==> src/rtl/alkshseq.sv <==
// Counted A / A:Q shift-rotate sequencer for the ALK datapath.
// Optional ALKSH_ARITH_EN: shift-in source 100 becomes a sign fill on right shifts.
module alkshseq #(
    parameter int unsigned WIDTH = 32,
    parameter int unsigned CNT_W = 6
) (
    input  logic             clk_h,
    input  logic             reset_h,
    input  logic             start_h,
    input  logic             dir_shr_h,
    input  logic             link_q_h,
    input  logic [2:0]       sin_sel_h,
    input  logic [CNT_W-1:0] count_h,
    input  logic             pslc_flag_h,
    input  logic [WIDTH-1:0] a_in_h,
    input  logic [WIDTH-1:0] q_in_h,
    output logic [WIDTH-1:0] a_out_h,
    output logic [WIDTH-1:0] q_out_h,
    output logic             sout_h,
    output logic             busy_h,
    output logic             done_h
);

    typedef enum logic [1:0] {StIdle, StShift, StDone} state_t;

    state_t             r_state;
    state_t             w_state_nxt;
    logic [WIDTH-1:0]   r_a;
    logic [WIDTH-1:0]   r_q;
    logic               r_sout;
    logic [CNT_W-1:0]   r_cnt;
    logic               r_dir;
    logic               r_link;
    logic [2:0]         r_sel;
    logic               r_pslc;

    logic               w_load;
    logic               w_rot;
    logic               w_sin;
    logic [WIDTH-1:0]   w_a_step;
    logic [WIDTH-1:0]   w_q_step;
    logic               w_sout_step;

    // Start is only honoured outside SHIFT; a start in DONE chains straight on.
    assign w_load = start_h && (r_state != StShift);

    always_comb begin
        w_state_nxt = r_state;
        unique case (r_state)
            StIdle, StDone: begin
                if (start_h) begin
                    w_state_nxt = (count_h != '0) ? StShift : StDone;
                end else begin
                    w_state_nxt = StIdle;
                end
            end
            StShift: begin
                if (r_cnt == CNT_W'(1)) begin
                    w_state_nxt = StDone;
                end
            end
            default: w_state_nxt = StIdle;
        endcase
    end

    // Rotate feeds back whichever bit is leaving the active chain.
    always_comb begin
        w_rot = r_dir ? (r_link ? r_q[0] : r_a[0]) : r_a[WIDTH-1];
        w_sin = 1'b0;
        case (r_sel)
            3'b000:  w_sin = 1'b0;
            3'b001:  w_sin = 1'b1;
            3'b010:  w_sin = w_rot;
            3'b011:  w_sin = r_pslc;
`ifdef ALKSH_ARITH_EN
            3'b100:  w_sin = r_dir ? r_a[WIDTH-1] : 1'b0;
`else
            3'b100:  w_sin = 1'b0;
`endif
            default: w_sin = 1'b0;
        endcase
    end

    always_comb begin
        w_a_step    = r_a;
        w_q_step    = r_q;
        w_sout_step = r_sout;
        if (r_dir) begin
            w_a_step = {w_sin, r_a[WIDTH-1:1]};
            if (r_link) begin
                w_q_step    = {r_a[0], r_q[WIDTH-1:1]};
                w_sout_step = r_q[0];
            end else begin
                w_sout_step = r_a[0];
            end
        end else begin
            w_sout_step = r_a[WIDTH-1];
            if (r_link) begin
                w_a_step = {r_a[WIDTH-2:0], r_q[WIDTH-1]};
                w_q_step = {r_q[WIDTH-2:0], w_sin};
            end else begin
                w_a_step = {r_a[WIDTH-2:0], w_sin};
            end
        end
    end

    always_ff @(posedge clk_h) begin
        if (reset_h) begin
            r_state <= StIdle;
            r_a     <= '0;
            r_q     <= '0;
            r_sout  <= 1'b0;
            r_cnt   <= '0;
            r_dir   <= 1'b0;
            r_link  <= 1'b0;
            r_sel   <= 3'b000;
            r_pslc  <= 1'b0;
        end else begin
            r_state <= w_state_nxt;
            if (w_load) begin
                r_a    <= a_in_h;
                r_q    <= q_in_h;
                r_sout <= 1'b0;
                r_cnt  <= count_h;
                r_dir  <= dir_shr_h;
                r_link <= link_q_h;
                r_sel  <= sin_sel_h;
                r_pslc <= pslc_flag_h;
            end else if (r_state == StShift) begin
                r_a    <= w_a_step;
                r_q    <= w_q_step;
                r_sout <= w_sout_step;
                r_cnt  <= r_cnt - CNT_W'(1);
            end
        end
    end

    assign a_out_h = r_a;
    assign q_out_h = r_q;
    assign sout_h  = r_sout;
    assign busy_h  = (r_state == StShift);
    assign done_h  = (r_state == StDone);

endmodule

==> config.mk <==
export PLATFORM = sky130hd
export DESIGN_NAME = alkshseq
export DESIGN_NICKNAME = d
export VERILOG_FILES = /design/src/rtl/alkshseq.sv
export SDC_FILE = /design/constraint.sdc
export NUM_CORES = 1
export LEC_CHECK = 0
export CORE_MARGIN = 4
export CORE_UTILIZATION = 49
export DETAILED_ROUTE_END_ITERATION = 8
export GPL_ROUTABILITY_DRIVEN = 0
export PLACE_DENSITY_LB_ADDON = 0.3
export RECOVER_POWER = 50
export SYNTH_ARGS = -nofsm -noshare
export SYNTH_HDL_FRONTEND = slang
export SYNTH_SLANG_ARGS = --single-unit
==> constraint.sdc <==
create_clock -name clk_h -period 2.4 [get_ports clk_h]
set_input_delay 0.48 -clock clk_h [delete_from_list [all_inputs] [get_ports clk_h]]
set_output_delay 0.48 -clock clk_h [all_outputs]
set_load 0.02 [all_outputs]
==> run summary <==
==========================================================================================
Vias after detailed routing                                                           4115
Switching part of the total power                                                    30.4%
Maximum root-to-sink buffer count                                                        2
Overall power                                                                      3.66 mW
Critical path capture point                                                         busy_h
Aggregate global routing overflow                                                        0
Met3 track demand over resource                                                      5.98%
Routed length per placed instance                                                  17.0 um
Die extent in y                                                                    99.9 um
First-pass iteration count of the detailed router                                        4
Share of synthesized area occupied by flip-flops and latches                         38.2%
Reg-to-Reg End                                                                q_out_h[0]$_SDFFE_PP0P_
Die Footprint                                                                     9980 um2
Distinct cell type count of the synthesized netlist                                     35
Worst supply voltage drop on vdd                                                0.000320 V
Most common cell after layout, fill and taps aside                            clkdlybuf4s50_1
Met1 track demand over resource in global routing                                    30.6%
Final worst-path cycle share                                                         89.8%
Summed negative setup slack over all endpoints                                        0 ps
CTS-repair resized insts                                                                 0
Transition time of the tightest slew-check pin                                      992 ps
Overall Global Routing Usage                                                         23.6%
Flop and latch count out of synthesis                                                   79
Post-CTS setup buffers                                                                   0
Hold buffers post-CTS                                                                    0
Cell at the root of the clock tree                                                clkbuf_8
Summed instance area of the synthesized netlist                                   4140 um2
Share of flip-flops with an asynchronous set or reset after synthesis                   0%
Slew headroom                                                                        33.6%
Leading cell types in the layout, fill and taps excluded                      127 x clkdlybuf4s50_1, 78 x dfxtp_1, 72 x a211oi_1
Area grow syn2layout                                                                 41.1%
Yosys warning total                                                                      0
CTS H-tree depth                                                                         3
Launch instance of the worst register-to-register path                        r_state[1]$_SDFFE_PP0P_
Most used DFF post-synth                                                           dfxtp_1
Critical path launch point                                                    r_state[0]$_SDFFE_PP0P_
Total power divided by cell area                                                626 nW/um2
R2R setup slack                                                                     250 ps
Antenna-violating nets left                                                              0
Number of antenna violations at the first check in global routing                        0
Hold_ws                                                                             461 ps
Outcome                                                                       finished, final reports clean
Via count of the first global-routing pass                                            3998
Initial cell density of the core                                                     50.4%
Synthesized area per cell                                                         8.75 um2
Sequential cell fraction of total power                                              43.1%
Num CTS Buffers                                                                          9
RSZ-0062 raised after global routing                                                 false
Global-route track usage on met2                                                     38.6%
Worst-skew pair later-pin latency                                                   340 ps
WP data required                                                                   1920 ps
Core region area                                                                  8220 um2
Leakage power figure                                                               2.08 nW
Final design utilization                                                             71.1%
Final Net Count                                                                        679
Slew Limit Fails                                                                         0
Starting DRT DRC Count                                                                 215
Post-synthesis instance total                                                          473
Pin count of the biggest net entering global routing                                    60
CTS tree                                                                              done
First-pass GRT wire length                                                         19.4 mm
Sink count of the clock tree                                                            79
Part of the total power dissipated in combinational logic                            27.5%
Hold Violations, Final                                                                   0
Arrival time at the worst endpoint                                                 1680 ps
Net load switching power                                                           1.11 mW
Fraction of layout cells with a size suffix above 1                                  5.65%
Overall routed net length                                                          12.0 mm
Die extent in x                                                                    99.9 um
Number of rows in the core area                                                         33
Slack of the critical path                                                          244 ps
Clock group share of total power                                                     29.4%
Syn Nets                                                                               554
Diode count                                                                              0
Top-level I/O count                                                                    146
Count of flip-flops with a built-in enable after synthesis                               0
Class of the tightest hold or removal check                                        reg2reg
Achievable clock frequency                                                         464 MHz
Shortest clock period the worst path allows after layout                           2160 ps
GRT Max-Usage Layer                                                                   met2
Internal portion of total power                                                    2.55 mW
DRC violations left                                                                      0
Largest fanout of any net on the critical path                                           8
Total of buffers placed on input and output ports                                      145
Via density                                                                           5.82
Worst setup timing slack at the placement stage                                     524 ps
Setup skew after layout                                                            9.79 ps
Post-detail-place hpwl                                                             8.50 mm
Startpoint type of the worst setup path                                               flop
Clock edge transition at the registers on the reported setup and hold paths          80 ps
Sort of element at the end of the critical path                                output port
Number of setup violations in the final report                                           0
Reg2reg path depth                                                                       6
Critical path start-end classification                                             reg2out
Max capacitance violation total                                                          0
==========================================================================================
-- stage by stage --
stage | instances | instance area, um2
after floorplan | 473 | 4140
after global placement | 692 | 5640
after detailed placement | 692 | 5640
after CTS | 707 | 5850
after global routing | 707 | 5840
final | 707 | 5840
-- registers in the layout (all words and copies together) (netlist names) --
register / cells
a_out_h: 32
r_sel: 3
q_out_h: 32
sout_h: 1
r_pslc: 1
r_state: 2
r_dir: 1
r_cnt: 6
r_link: 1
-- worst min-delay path by stage --
stage | slack [ps] | end | cells past startpoint | from
floorplan | 440 | r_sel[1]$_SDFFE_PP0P_ | 2 | r_sel[1]$_SDFFE_PP0P_
detailed placement | 450 | r_sel[1]$_SDFFE_PP0P_ | 2 | r_sel[1]$_SDFFE_PP0P_
global route | 480 | r_pslc$_SDFFE_PP0P_ | 2 | r_pslc$_SDFFE_PP0P_
finish | 460 | r_sel[1]$_SDFFE_PP0P_ | 2 | r_sel[1]$_SDFFE_PP0P_
global placement | 450 | r_sel[1]$_SDFFE_PP0P_ | 2 | r_sel[1]$_SDFFE_PP0P_
CTS | 460 | r_sel[1]$_SDFFE_PP0P_ | 2 | r_sel[1]$_SDFFE_PP0P_
-- critical path, cell delays in order, from the launching register on --
cell and delay, ps:
dfxtp_1 440, nand2b_2 100, inv_2 140, clkdlybuf4s50_1 670
-- power groups by stage --
| stage | Clock [mW] | Combinational, mW | Sequential [mW] |
|---|---|---|---|
| after floorplan | 0 | 0.475 | 1.68 |
| after global placement | 0 | 0.996 | 1.60 |
| after detailed placement | 0 | 1.02 | 1.60 |
| after CTS | 1.09 | 1.02 | 1.57 |
| after global routing | 1.15 | 1.08 | 1.60 |
| final | 1.08 | 1.01 | 1.57 |
-- area by class of cell --
cell class	instances	area, um2
clock buffer	11	141
clock inverter	4	70.1
fill	669	2380
inverter	5	18.8
multi-input combinational	344	2340
sequential	79	1590
tap	105	131
timing repair buffer	159	1550
-- kinds of logic after synthesis --
| kind of cell | Yosys count | share of synthesized area, % |
|---|---|---|
| buf+inv | 50 | 5.11 |
| mux | 57 | 13.8 |
| flops | 79 | 38.2 |
| simple gates | 144 | 16.5 |
| compound gates | 141 | 25.8 |
| fa+ha+maj | 2 | 0.604 |
-- synth_stat cells, types with 2 or more instances --
library cell	count	area (um2)
buf_2	19	95.1
o21ai_0	3	15.0
buf_1	6	22.5
o21ai_1	3	15.0
clkbuf_1	20	75.1
inv_1	4	15.0
dfxtp_1	79	1580
a211oi_1	72	541
nand2b_1	2	12.5
nor2b_1	38	238
nor4_1	3	18.8
nor3_1	2	10.0
nor2_1	53	199
a311oi_1	6	52.6
nand2_1	39	146
a31oi_1	4	25.0
a21oi_1	17	85.1
mux2i_1	57	571
a221oi_1	24	210
nand3b_1	2	15.0
ha_1	2	25.0
o211ai_1	5	37.5
-- layer usage --
metal  wire length, um  vias to the layer above
met3              1020                       14
met2              5640                      165
li1                  -                     2002
met5                 0                        -
met1              5190                     1934
met4               167                        0
Power figures use the tool's default switching activity.
